File: src/rtl/multi_clock_divider.sv
// rtl/multi_clock_divider.sv - multi-channel programmable 50% duty clock divider
//
// Ports:
//   clk      : system clock, all state changes on its rising edge
//   rst_n    : asynchronous active-low reset
//   en       : per-channel run enable
//   load     : per-channel strobe capturing div_k into the shadow divisor
//   div_k    : per-channel half-period divisor, channel i at [i*WIDTH +: WIDTH]
//   sync     : strobe phase-aligning every running channel
//   tick     : per-channel one-cycle pulse on rollover (registered)
//   clk_out  : per-channel square wave, period 2*K (registered)
//   pending  : per-channel flag, a loaded divisor awaits activation
module multi_clock_divider #(
  parameter int CHANNELS = 3,
  parameter int WIDTH    = 28,
  parameter logic [CHANNELS*WIDTH-1:0] RESET_K =
    {WIDTH'(250000000), WIDTH'(25000000), WIDTH'(2500000)}
) (
  input  logic                      clk,
  input  logic                      rst_n,
  input  logic [CHANNELS-1:0]       en,
  input  logic [CHANNELS-1:0]       load,
  input  logic [CHANNELS*WIDTH-1:0] div_k,
  input  logic                      sync,
  output logic [CHANNELS-1:0]       tick,
  output logic [CHANNELS-1:0]       clk_out,
  output logic [CHANNELS-1:0]       pending
);

  typedef enum logic {IDLE = 1'b0, RUN = 1'b1} state_e;

  localparam logic [WIDTH-1:0] ONE = WIDTH'(1);

  for (genvar i = 0; i < CHANNELS; i++) begin : g_ch
    state_e           state_q, state_d;
    logic [WIDTH-1:0] cnt_q, cnt_d;
    logic [WIDTH-1:0] k_act_q, k_act_d;
    logic [WIDTH-1:0] k_shd_q, k_shd_d;
    logic             pend_q, pend_d;
    logic             tick_q, tick_d;
    logic             clk_q, clk_d;
    logic [WIDTH-1:0] k_in;
    logic [WIDTH-1:0] k_take;
    logic             take;

    assign k_in   = div_k[i*WIDTH +: WIDTH];
    // At a rollover/sync a load in the same cycle beats the older shadow value.
    assign take   = load[i] | pend_q;
    assign k_take = load[i] ? k_in : k_shd_q;

    always_comb begin
      state_d = state_q;
      cnt_d   = cnt_q;
      k_act_d = k_act_q;
      k_shd_d = k_shd_q;
      pend_d  = pend_q;
      tick_d  = 1'b0;
      clk_d   = clk_q;

      if (load[i]) begin
        k_shd_d = k_in;
        pend_d  = 1'b1;
      end

      case (state_q)
        IDLE: begin
          cnt_d = '0;
          clk_d = 1'b0;
          // A fresh load keeps the transfer waiting one more cycle (last value wins).
          if (!load[i] && pend_q) begin
            k_act_d = k_shd_q;
            pend_d  = 1'b0;
          end
          // Entry looks at the divisor that will be active, so a transfer of
          // zero never starts a channel.
          if (en[i] && (k_act_d != '0)) begin
            state_d = RUN;
          end
        end

        RUN: begin
          if (!en[i]) begin
            state_d = IDLE;
            cnt_d   = '0;
            clk_d   = 1'b0;
          end else if (sync || (cnt_q == k_act_q - ONE)) begin
            cnt_d = '0;
            if (take) begin
              k_act_d = k_take;
              pend_d  = 1'b0;
            end
            if (k_act_d == '0) begin
              state_d = IDLE;
              clk_d   = 1'b0;
            end else if (sync) begin
              clk_d = 1'b0;
            end else begin
              tick_d = 1'b1;
              clk_d  = ~clk_q;
            end
          end else begin
            cnt_d = cnt_q + ONE;
          end
        end

        default: state_d = IDLE;
      endcase
    end

    always_ff @(posedge clk or negedge rst_n) begin
      if (!rst_n) begin
        state_q <= IDLE;
        cnt_q   <= '0;
        k_act_q <= RESET_K[i*WIDTH +: WIDTH];
        k_shd_q <= RESET_K[i*WIDTH +: WIDTH];
        pend_q  <= 1'b0;
        tick_q  <= 1'b0;
        clk_q   <= 1'b0;
      end else begin
        state_q <= state_d;
        cnt_q   <= cnt_d;
        k_act_q <= k_act_d;
        k_shd_q <= k_shd_d;
        pend_q  <= pend_d;
        tick_q  <= tick_d;
        clk_q   <= clk_d;
      end
    end

    assign tick[i]    = tick_q;
    assign clk_out[i] = clk_q;
    assign pending[i] = pend_q;
  end

endmodule

File: config.mk
export PLATFORM = sky130hd
export DESIGN_NAME = multi_clock_divider
export DESIGN_NICKNAME = d
export VERILOG_FILES = /design/src/rtl/multi_clock_divider.sv
export SDC_FILE = /design/constraint.sdc
export NUM_CORES = 1
export LEC_CHECK = 0
export CORE_UTILIZATION = 55
export CTS_CLUSTER_DIAMETER = 150
export DETAILED_ROUTE_END_ITERATION = 10
export PLACE_DENSITY = 0.75
export RECOVER_POWER = 100
export SLEW_MARGIN = 20
export SYNTH_ARGS = -nofsm -noshare
export SYNTH_HDL_FRONTEND = slang
export SYNTH_SLANG_ARGS = --single-unit
File: constraint.sdc
create_clock -name clk -period 4 [get_ports clk]
set_input_delay 0.6 -clock clk [delete_from_list [all_inputs] [get_ports clk]]
set_output_delay 0.6 -clock clk [all_outputs]
set_load 0.02 [all_outputs]
* After elaboration in Yosys (flattened, before gate mapping)
Index checks and enable logic that the tools add are counted.
Operators by class: add/subtract/negate cells 6, bitwise operators 9, equality and inequality tests 12, mux-type cells 100, $lt $le $gt $ge 0, shifts and indexed selects 0, reduce and logical (&&, ||, !) cells 21, $mul 0, div/mod/pow operators 0
Operators with widths (count):
- $mux W28 | 33
- $pmux W28 S2 | 6
- $add A28 B1 Y28 const B | 3
- $eq A28 B28 Y1 | 3
- $logic_not A28 Y1 | 3
- $reduce_bool A28 Y1 | 3
- $sub A28 B1 Y28 const B | 3
- $mux W1 | 52
- $pmux W1 S2 | 9
- $ne A3 B2 Y1 const B | 3
- $logic_and A1 B1 Y1 | 6
- $ne A2 B1 Y1 const B | 3
- $ne A2 B2 Y1 const B | 3
- $not A1 Y1 | 6
- $reduce_and A2 Y1 | 3
- $logic_not A1 Y1 | 3
- $logic_or A1 B1 Y1 | 3
- $or A1 B1 Y1 | 3
Storage, ports and cells: word-level logic and storage cells 169, bits in latches 0, memories kept 0, output and inout port bits 9, memory bits (read-only) 0, register bits after elaboration 264, bits in writable memories 0

* Longest topological paths before layout
depth after elaboration 11, depth in mapped cells 15, mapped depth without buffers 11

* Worst setup path before layout
No wires, ideal clock.
path type reg2reg, start point reg g_ch[1].k_act_q[0], end point reg g_ch[1].k_act_q[27], cell stages (with the launch flop) 14, library setup time 0.126 ns, data arrival time 3.341 ns, setup slack 0.533 ns, buffers on the path 2, cells stage by stage dfrtp_1 inv_1 ha_1 or4b_1 nor4_1 a31oi_1 nor4bb_1 a31oi_1 o21ai_0 and4_1 buf_2 o31ai_1 buf_2 a221o_1
Between the ends: word-level cells in the longest chain between the ends 5
Ends and longest elaborated chain:
- from (decl) | RTL line 37 | logic [WIDTH-1:0] k_act_q, k_act_d;
- from (signal assigned) | RTL line 114 | k_act_q <= RESET_K[i*WIDTH +: WIDTH];
- from (signal assigned) | RTL line 122 | k_act_q <= k_act_d;
- $sub A28 B1 Y28 | RTL line 86 | end else if (sync || (cnt_q == k_act_q - ONE)) begin
- $eq A28 B28 Y1 | RTL line 86
- $logic_or A1 B1 Y1 | RTL line 86
- $ne A2 B1 Y1 (no line)
- $reduce_and A2 Y1 (no line)
No other way between the ends. A chain may end at the register's enable or synchronous reset.

* Final worst setup path
start point reg g_ch[2].k_act_q[8], end point reg g_ch[2].k_act_q[11]
Between the ends: word-level cells in the longest chain between the ends 5
Ends and longest elaborated chain (RTL line):
- from (decl) | 37
- from (signal assigned) | 114
- from (signal assigned) | 122
- $sub A28 B1 Y28 | 86
- $eq A28 B28 Y1 | 86
- $logic_or A1 B1 Y1 | 86
- $ne A2 B1 Y1 (no line)
- $reduce_and A2 Y1 (no line)
No other way between the ends.

==> run summary <==
nets: 1,978
DR iter-0 viols: 1,389
net count after synthesis: 1,939
worst flop-to-flop path startpoint: g_ch[2].k_act_q[8]
Power per Cell Area: 578 nW/um^2
Seq/Total Area, Yosys: 0.399
Synth Area per Inst: 9.11 um^2
Vias: 14,700
Slew Limit Fails: 269
CP Capture Type: flop
Async S/R FF share, synth: 1.00
grt ovf: 0
Area Overhead vs Synth: 13.3%
WS Path Type: reg2reg
Via-to-Cell Ratio: 6.41
met2 Use GR: 0.483
Worst Hold Path Cells: 2
worst-margin pin slew: 1.96 ns
routed wire length: 47,300 um
CP Launch Type: flop
ys flop type: dfrtp_1
status: finished with violations
die area: 31,200 um^2
CTS Buffer Depth: 3
DP Worst Slack: 0.396 ns
reg2reg end: g_ch[2].k_act_q[11]
# Post-CTS Setup Buffers: 0
met3 usage: 0.0459
Slew HR: -0.305
CP max FO: 30
failing checks: max-capacitance violations, max-slew violations
antenna violations before repair: 1
required time worst endpoint: 4.46 ns
cell accounting for the most synthesized area: dfrtp_1
WP data arrival: 4.26 ns
number of synthesized flops with an enable pin: 0
worst hold slack: 0.498 ns
layer with the highest usage: met2
core area: 29,800 um^2
unrepaired setup endpoints after global routing: false
CTS H-tree lvls: 1
Lkg Pwr: 7.58 nW
worst skew pair latency: 0.56 ns
final antenna-violating net count: 0
worst hold path type: reg2reg
M1 GR Usage: 0.424
routability cong.: 0.891
pin count of the biggest net entering global routing: 125
CTS clk-pin slew, worst paths: 0.06 ns
I/O Buffers: 101
clock sink total: 264
Final WS setup: 0.201 ns
final-report setup violation count: 0
peak supply drop: 0.000426 V
DIE WIDTH: 177 um
HPWL after detailed placement: 33,300 um
diode count: 0
Hold Crit Start: g_ch[1].k_shd_q[18]
die span in y: 177 um
top post-synthesis cells by area: dfrtp_1 (30%), dfstp_2 (10%), mux2i_1 (4.8%)
Peak Freq: 263 MHz
Gate Count Post-Synth: 1,840
R2R Setup Slk: 0.20 ns
gr usage total: 0.303
Max-cap violations: 3
post-synth cell types: 77
post-layout util: 0.637
Hold Path End: g_ch[1].k_shd_q[18]
CTS tree: yes
most frequent cells in the layout: dfrtp_1 (198), nor2_1 (193), nand2_1 (107)
starting density of the core: 0.562
final hold vios: 0
final worst-path cycle share: 0.950
r2r worst-path depth: 9
Core Rows: 63
Tmin final: 3.80 ns
YS warnings: 0
CTS resizes: 0
total CTS buffers: 31
vias in the first global route: 14,100
Synth Cell Area: 16,800 um^2
IO Pins: 102
first-pass GRT wire length: 75,500 um
clock skew: 0.00921 ns
share of cells above drive strength 1: 0.120
drt first pass iters: 5
drt wl/cell: 20.6 um
Setup TNS Final: 0 ns
CTS Hold Buffers Added: 0
Remaining DRCs: 0
#FFs+latches synth: 264
most common cell after layout, fill and taps aside: dfrtp_1
post-synth top area share: 0.296
CTS root buf: clkbuf_16
-- metrics by stage --
step,area [um^2],instances,total power [mW]
6_report,19000,2293,11.0
5_1_grt,19000,2293,11.5
4_1_cts,19200,2293,11.0
3_5_place_dp,18100,2236,7.92
3_3_place_gp,18100,2236,7.82
2_1_floorplan,16800,1840,6.73
-- flip-flops by register name (all words and copies together) (netlist names) --
register / cells
g_ch.tick_q: 3
g_ch.pend_q: 3
g_ch.k_shd_q: 84
g_ch.cnt_q: 84
g_ch.k_act_q: 84
g_ch.state_q: 3
g_ch.clk_q: 3
-- critical path, stage by stage (launching register included) --
cell and delay [ns]:
dfrtp_1 0.45, or4_1 0.59, nor4_4 0.57, a31oi_1 0.21, nand4b_1 0.22, a2111oi_0 0.58, nand4b_1 0.17, or2_4 0.39
or3_1 0.38, o211ai_1 0.12
-- power by group --
group | internal, mW | leakage [nW] | switching [mW]
registers | 3.34 | 3.23 | 1.03
clock network | 1.85 | 0.542 | 1.18
logic | 1.60 | 3.80 | 1.97
total | 6.79 | 7.58 | 4.18
-- per-layer routing --
| metal | routed length [um] | vias up |
|---|---|---|
| li1 | - | 6742 |
| met1 | 20600 | 7208 |
| met2 | 21700 | 642 |
| met3 | 3410 | 97 |
| met4 | 1500 | 0 |
| met5 | 0 | - |
-- area by class of cell --
class                           instances  area (um^2)
Clock buffer                           39          866
Tap cell                              390          488
Clock inverter                         18          231
Inverter                               69          259
Sequential cell                       264         6690
Fill cell                            2518        10800
Multi-Input combinational cell       1363         9060
Timing Repair Buffer                  150         1400
-- cells by family after synthesis --
| kind of cell | synth area share |
|---|---|
| AOI/OAI and AO/OA | 0.144 |
| and+or+nand+nor | 0.219 |
| muxes | 0.0868 |
| buffers and inverters | 0.0544 |
| DFF | 0.399 |
| xor gates and xnor gates | 0.0930 |
| adders and majority gates | 0.00448 |
-- how the worst max path moves through the flow --
stage | cells after the start | end | start | slack (ns)
6_report | 9 | g_ch[2].k_act_q[11] | g_ch[2].k_act_q[8] | 0.20
5_1_grt | 9 | g_ch[2].k_act_q[11] | g_ch[2].k_act_q[8] | 0.06
4_1_cts | 13 | g_ch[1].k_act_q[21] | g_ch[1].k_act_q[0] | 0.36
3_5_place_dp | 13 | g_ch[1].k_act_q[22] | g_ch[1].k_act_q[0] | 0.40
3_3_place_gp | 14 | g_ch[1].k_act_q[27] | g_ch[1].k_act_q[0] | 0.44
2_1_floorplan | 13 | g_ch[1].k_act_q[27] | g_ch[1].k_act_q[0] | 0.53
-- cells in the mapped netlist (10+ instances only) --
| library cell | n |
|---|---|
| or4_1 | 12 |
| a221o_1 | 21 |
| dfstp_2 | 66 |
| o22ai_1 | 34 |
| mux2i_1 | 80 |
| nand2b_1 | 16 |
| a31oi_1 | 20 |
| inv_1 | 69 |
| a221oi_1 | 22 |
| nor3_1 | 69 |
| a22oi_1 | 16 |
| o211ai_2 | 21 |
| buf_4 | 10 |
| o21ai_0 | 62 |
| nand4_1 | 49 |
| mux2_2 | 58 |
| xor2_1 | 88 |
| and2_1 | 24 |
| a21oi_1 | 46 |
| clkbuf_1 | 95 |
| dfrtp_1 | 198 |
| nand3_1 | 54 |
| and3_1 | 21 |
| nand2_1 | 107 |
| nor2_1 | 193 |
| nor2b_1 | 12 |
| nor3b_1 | 12 |
| xnor2_1 | 90 |
| buf_2 | 28 |
| a211oi_1 | 34 |
| or3_1 | 36 |
| nor4_1 | 63 |
Note: power is estimated with default switching activity, not from simulation.
